--- src/rtl/uart_rx_byte.sv ---
// ---------------------------------------------------------------------------
// uart_rx_byte
//   8N1 UART receiver, LSB first. The asynchronous rx line is brought into the
//   clk domain by a 2-flop synchronizer. Each start bit is re-checked at its
//   midpoint, and every later bit is sampled one bit period after the previous
//   sample. A good stop bit loads byte_out and pulses rx_done for one cycle.
//   A low stop bit pulses frame_err and discards the byte. The receiver then
//   waits until the line returns high before it looks for another start bit.
//
// Ports
//   clk        in   1  system clock; all logic runs on the rising edge
//   reset      in   1  asynchronous, active-high reset (asserts at once,
//                      releases synchronously)
//   rx         in   1  serial line, asynchronous to clk, idle high
//   byte_out   out  8  last correctly framed byte; held until the next good frame
//   rx_done    out  1  one-cycle pulse when byte_out is updated
//   frame_err  out  1  one-cycle pulse when the stop bit is sampled low
//   busy       out  1  high whenever the FSM is not in IDLE
// ---------------------------------------------------------------------------
module uart_rx_byte #(
    parameter  int CLKS_PER_BIT = 434,
    localparam int CNT_W        = $clog2(CLKS_PER_BIT)
) (
    input  logic       clk,
    input  logic       reset,
    input  logic       rx,
    output logic [7:0] byte_out,
    output logic       rx_done,
    output logic       frame_err,
    output logic       busy
);

    localparam logic [2:0] IDLE      = 3'd0;
    localparam logic [2:0] START     = 3'd1;
    localparam logic [2:0] DATA      = 3'd2;
    localparam logic [2:0] STOP      = 3'd3;
    localparam logic [2:0] WAIT_IDLE = 3'd4;

    // Mid-start-bit point. Every later sample lands one full period after it.
    localparam logic [CNT_W-1:0] HALF_CNT = CNT_W'((CLKS_PER_BIT - 1) / 2);
    localparam logic [CNT_W-1:0] LAST_CNT = CNT_W'(CLKS_PER_BIT - 1);

    logic [1:0]       rst_pipe;
    logic             core_rst;
    logic             rx_meta;
    logic             rx_s;
    logic [2:0]       state;
    logic [CNT_W-1:0] clk_cnt;
    logic [2:0]       bit_idx;
    logic [7:0]       shift_reg;

    // Reset stretcher: assertion reaches the core immediately, and release
    // is retimed to clk so that no flop sees reset drop near an edge.
    always_ff @(posedge clk or posedge reset) begin
        if (reset) rst_pipe <= 2'b11;
        else       rst_pipe <= {rst_pipe[0], 1'b0};
    end
    assign core_rst = rst_pipe[1];

    // Synchronizer flops reset to 1 so the line reads as idle after reset.
    always_ff @(posedge clk or posedge core_rst) begin
        if (core_rst) begin
            rx_meta <= 1'b1;
            rx_s    <= 1'b1;
        end else begin
            // NOTE: non-blocking assignments here give a true two-stage
            // pipeline. Blocking ones would collapse it into a single flop.
            rx_meta <= rx;
            rx_s    <= rx_meta;
        end
    end

    always_ff @(posedge clk or posedge core_rst) begin
        if (core_rst) begin
            state     <= IDLE;
            clk_cnt   <= '0;
            bit_idx   <= 3'd0;
            // NOTE: the shift register holds datapath only and does not need
            // a reset. Clearing it keeps simulation free of X values for a
            // single byte of storage.
            shift_reg <= 8'h00;
            byte_out  <= 8'h00;
            rx_done   <= 1'b0;
            frame_err <= 1'b0;
        end else begin
            // Strobes default low, so each one lasts exactly one cycle.
            rx_done   <= 1'b0;
            frame_err <= 1'b0;

            case (state)
                IDLE: begin
                    clk_cnt <= '0;
                    if (!rx_s) state <= START;
                end

                START: begin
                    if (clk_cnt == HALF_CNT) begin
                        clk_cnt <= '0;
                        bit_idx <= 3'd0;
                        // Line is high again at mid start bit: treat it as a glitch.
                        state   <= rx_s ? IDLE : DATA;
                    end else begin
                        clk_cnt <= clk_cnt + 1'b1;
                    end
                end

                DATA: begin
                    if (clk_cnt == LAST_CNT) begin
                        clk_cnt            <= '0;
                        shift_reg[bit_idx] <= rx_s;
                        if (bit_idx == 3'd7) state   <= STOP;
                        else                 bit_idx <= bit_idx + 1'b1;
                    end else begin
                        clk_cnt <= clk_cnt + 1'b1;
                    end
                end

                STOP: begin
                    if (clk_cnt == LAST_CNT) begin
                        clk_cnt <= '0;
                        // The FSM returns to IDLE at mid stop bit. This leaves
                        // half a bit period to catch a start bit that follows
                        // with no idle gap.
                        if (rx_s) begin
                            byte_out <= shift_reg;
                            rx_done  <= 1'b1;
                            state    <= IDLE;
                        end else begin
                            frame_err <= 1'b1;
                            state     <= WAIT_IDLE;
                        end
                    end else begin
                        clk_cnt <= clk_cnt + 1'b1;
                    end
                end

                WAIT_IDLE: begin
                    // A break or stuck-low line must not be taken as a new start bit.
                    clk_cnt <= '0;
                    if (rx_s) state <= IDLE;
                end

                default: state <= IDLE;
            endcase
        end
    end

    assign busy = (state != IDLE);

endmodule

--- config.mk ---
export PLATFORM = sky130hd
export DESIGN_NAME = uart_rx_byte
export DESIGN_NICKNAME = d
export VERILOG_FILES = /design/src/rtl/uart_rx_byte.sv
export SDC_FILE = /design/constraint.sdc
export NUM_CORES = 1
export LEC_CHECK = 0
export BUFFER_PORTS_ARGS = -buffer_cell sky130_fd_sc_hd__buf_2
export CORE_MARGIN = 5
export CORE_UTILIZATION = 30
export CTS_CLUSTER_SIZE = 24
export DETAILED_ROUTE_END_ITERATION = 12
export PLACE_DENSITY = 0.48
export SLEW_MARGIN = 20
export SYNTH_ARGS = -nofsm -noshare
export SYNTH_HDL_FRONTEND = slang
export SYNTH_SLANG_ARGS = --single-unit
--- constraint.sdc ---
create_clock -name clk -period 1.5 [get_ports clk]
set_input_delay 0.3 -clock clk [delete_from_list [all_inputs] [get_ports clk]]
set_output_delay 0.3 -clock clk [all_outputs]
set_load 0.02 [all_outputs]
Yosys cells after proc, flatten, opt, wreduce, memory -nomap -nowiden

Cells that the tools add are included.

Bits in writable memories: 0
Memories kept: 0
Logic and storage cells: 64
Latch bits: 0
Bits in registers: 37
ROM bits: 0
Output and inout bits: 11

Magnitude comparators: 2
Shift-type cells: 0
Mux-type cells: 25
Multiply operators: 0
Div/mod/pow operators: 0
Add/subtract/negate cells: 2
Reductions and logical operators: 11
Eq/ne operators: 14
Bitwise logic cells: 0

Operators by type and width:

| operator              | count |
|---|---|
| $mux W3               | 10 |
| $pmux W9 S3           | 1 |
| $mux W9               | 2 |
| $pmux W3 S5           | 1 |
| $ne A2 B2 Y1 const B  | 7 |
| $add A9 B1 Y9 const B | 1 |
| $eq A9 B8 Y1 const B  | 1 |
| $eq A9 B9 Y1 const B  | 1 |
| $bwmux W8             | 1 |
| $mux W1               | 7 |
| $eq A3 B2 Y1 const B  | 2 |
| $eq A3 B3 Y1 const B  | 2 |
| $pmux W3 S2           | 1 |
| $reduce_and A6 Y1     | 1 |
| $reduce_bool A3 Y1    | 2 |
| $lt A3 B4 Y1 const B  | 1 |
| $reduce_and A4 Y1     | 1 |
| $reduce_or A2 Y1      | 2 |
| $add A3 B1 Y3 const B | 1 |
| $demux W1 S3          | 1 |
| $eq A3 B1 Y1 const B  | 1 |
| $ge A3 B1 Y1 const B  | 1 |
| $logic_not A3 Y1      | 1 |
| $reduce_and A3 Y1     | 1 |
| other kinds (4)       | 4 |

Depth between registers and ports, before layout

Depth in word-level cells: 5
Mapped depth: 7

Worst setup path before layout

OpenSTA, ideal clock, no wires.

Path kind: flip-flop to flip-flop
From: reg clk_cnt[1]
To: reg byte_out[0]
Period minus slack after synthesis: 1.731 ns
Stages on the path, launching flop included: 8
Arrival time: 1.605 ns
Slack: -0.231 ns
Setup time: 0.125 ns
Data required time: 1.375 ns
Cell sequence: dfrtp_1 > inv_1 > ha_1 > and4bb_4 > and2_4 > and4_4 > buf_8 > mux2_4

Longest elaborated chain between the ends: 2

Ends and longest elaborated chain:

| item                               | RTL line | text |
|---|---|---|
| start, declared                    | 48       | `logic [CNT_W-1:0] clk_cnt;` |
| start signal, assigned             | 103      | `clk_cnt <= clk_cnt + 1'b1;` |
| start signal, assigned             | 114      | `clk_cnt <= clk_cnt + 1'b1;` |
| start signal, assigned             | 133      | `clk_cnt <= clk_cnt + 1'b1;` |
| $eq A9 B9 Y1                       | 119      | `if (clk_cnt == LAST_CNT) begin` |
| $reduce_and A3 Y1 (no source line) | -        |  |
| end signal, assigned               | 125      | `byte_out <= shift_reg;` |
| end, declared                      | 27       | `output logic [7:0] byte_out,` |

Every way passes these cells.
A chain may end at the register's enable or synchronous reset.

Final worst setup path

From: reg clk_cnt[1]
To: reg byte_out[4]

Same word-level chain as after synthesis.

==> impl_metrics.toml <==
[run_status]
outcome = "finished, violations left"
violations = "negative setup slack"

[worst_setup_path]
reg2reg_depth = 6
ff2ff_setup_slack_ns = -0.23
startpoint_type = "flip-flop"
path_class = "reg2reg"
crit_fanout = 5
cp.arrival_ns = 1.90
end_kind = "flip-flop"
r2r_end = "byte_out[4]$_DFFE_PP0P_"
rr_startpoint = "clk_cnt[1]$_DFFE_PP0P_"
cp.required_ns = 1.67

[timing]
period_share_pct = 115
maxSlewViolCount = 0
fmax_ghz = 0.579
period_needed_ns = 1.73
fin_skew_ns = 0.00885
hold_violations = 0
worst_slack_ns = -0.226
holdWs_ns = 0.0208
setup_viol = 30
rsz0062_at_grt = "true"
setup_tns_ns = -4.03

[global_route]
antenna_found_initial = 0
grt.busiest_layer = "met2"
grt_usage_pct = 12.3
grt_first_pass_wirelength_um = 7340
grt_use_met2_pct = 20.8
grt_overflow = 0
use_met1_pct = 14.6
met3_usage_pct = 2.92
grt_max_degree = 20
grt_pass1_vias = 1580

[logic_synthesis]
seq_area_frac_synth_pct = 51.0
synth_fp_nets = 168
synth_flop_cell = "dfrtp_1"
yosysTopAreaCell = "dfrtp_1"
synth_edf_count = 0
ys_ff_latch = 37
ys_warn_count = 0
yosysTopAreaCellShare_pct = 45.2
synthCells = 160
yosys.cell_types.count = 45
ys_async_sr_fraction_pct = 100
synth_area_um2 = 1830
ys_top_cells_by_area = "dfrtp_1 45%, mux2_4 6.6%, dfstp_2 5.8%"
syn_avg_cell_area_um2 = 11.4

[clock_network]
clock_path_buffers = 2
holdBufCountCts = 0
tritoncts = "done"
clk_pin_slew_ns = 0.08
numCtsBuffers = 5
cts_root_buf = "clkbuf_8"
worstSkewPairLatency_ns = 0.29
htree_levels = 2
clock-sinks = 37

[layout]
drive_gt1_share_pct = 54.2
finish.utilization_pct = 43.2
antenna_cells = 0
layout.nets = 221
area_growth_pct = 40.0
most-common-layout-cells = "36 x buf_4, 30 x dfrtp_1, 12 x nand3_1, 12 x buf_2, 9 x mux2_4"
final_common_cell = "buf_4"
largest_reg_flops = 9
nFillCells = 568

[die]
dieArea_um2 = 7750
rows = 28
die_h_um = 88.0
io_pins = 14
coreArea_um2 = 5920
start_util_pct = 30.9
die_w_um = 88.0

[route]
drtAntennaViolNets = 0
vias = 1431
drc = 0
drt_iter0_markers = 93
drt_pass1_iterations = 4
via_per_inst = 4.95
post_drt_wl_per_cell_um = 14.8
wl_um = 4280

[place]
hpwl_um = 2910
gp_congestion = 0.838
port_buffers = 13

[power]
leakage_nw = 1.17
power.total_w = 0.00264
power_density_nw_per_um2 = 1030
ir_drop_mv = 0.477

[hold_path]
min_path_type = "in2async"

[job]
cap_violations = 0
==> per-layer routing <==
layer	up-vias	part of all wire (%)
met5	-	0
met4	0	1.7
met3	12	3.1
met2	19	50
met1	717	45
li1	683	-
==> synth_stat cells, types with 2 or more instances <==
master,n
xnor2_1,3
mux2i_1,2
inv_1,7
dfrtp_1,33
o21ai_0,2
nor3b_1,3
a21oi_1,10
clkbuf_1,3
nand3_1,13
buf_2,2
a22o_1,2
ha_1,5
nand2_1,9
mux2_2,9
o211ai_1,2
o31ai_1,2
nor2_1,9
dfstp_2,4
nor3_1,3
o21ai_1,2
and4_1,2
nor2b_1,3
mux2_4,8
==> worst max path at each step <==
stage | cells past startpoint | to | slack [ns] | start
after detailed placement | 6 | byte_out[4]$_DFFE_PP0P_ | -0.28 | clk_cnt[1]$_DFFE_PP0P_
after global routing | 6 | byte_out[4]$_DFFE_PP0P_ | -0.27 | clk_cnt[1]$_DFFE_PP0P_
after global placement | 6 | byte_out[5]$_DFFE_PP0P_ | -0.25 | clk_cnt[1]$_DFFE_PP0P_
after CTS | 6 | byte_out[4]$_DFFE_PP0P_ | -0.23 | clk_cnt[1]$_DFFE_PP0P_
after floorplan | 7 | byte_out[0]$_DFFE_PP0P_ | -0.21 | clk_cnt[1]$_DFFE_PP0P_
final | 6 | byte_out[4]$_DFFE_PP0P_ | -0.23 | clk_cnt[1]$_DFFE_PP0P_
==> critical path, cell delays in order, from the launching register on <==
cell	delay, ns
dfrtp_1	0.39
inv_2	0.10
ha_4	0.12
and4bb_4	0.23
and2_4	0.15
and4_4	0.29
mux2_4	0.31
==> through the flow <==
step           instance area, um^2  setup slack (ns)  cells
4_1_cts                       2470            -0.229    287
3_3_place_gp                  2200            -0.248    273
3_5_place_dp                  2200            -0.281    273
5_1_grt                       2560            -0.266    289
2_1_floorplan                 1840            -0.212    160
6_report                      2560            -0.226    289
==> timing repair <==
action | 4_1_cts | 5_1_grt
resized for setup | 27 | 15
buffers inserted | 5 | 3
setup endpoints to repair | 32 | 32
pin swaps | 11 | 7
cloned | 1 | 0
==> where the power goes <==
| group | switching (W) | total [W] | internal [W] |
|---|---|---|---|
| logic | 0.000304 | 0.000637 | 0.000332 |
| clock network | 0.000374 | 0.000872 | 0.000498 |
| registers | 0.0000608 | 0.00113 | 0.00107 |
| total | 0.000739 | 0.00264 | 0.00190 |
==> logic make-up after synthesis <==
family                     count (synthesis)  synth area share [%]
xor gates and xnor gates                   3                  1.44
DFF                                       37                  51.0
other                                      1                 0.205
muxes                                     19                  13.2
buffers and inverters                     14                  3.84
and+or+nand+nor                           53                  16.9
adders and majority gates                  5                  3.42
AOI/OAI and AO/OA                         28                  10.0
==> layout make-up <==
| type | count | area (um^2) | share of cell area [%] |
|---|---|---|---|
| Clock buffer | 5 | 68.8 | 2.69 |
| Clock inverter | 3 | 46.3 | 1.81 |
| Inverter | 7 | 26.3 | 1.03 |
| Tap cell | 75 | 93.8 | 3.67 |
| Multi-Input combinational cell | 110 | 1010 | 39.6 |
| Timing Repair Buffer | 52 | 375 | 14.7 |
| Sequential cell | 37 | 935 | 36.5 |
Note: power is estimated with default switching activity, not from simulation.
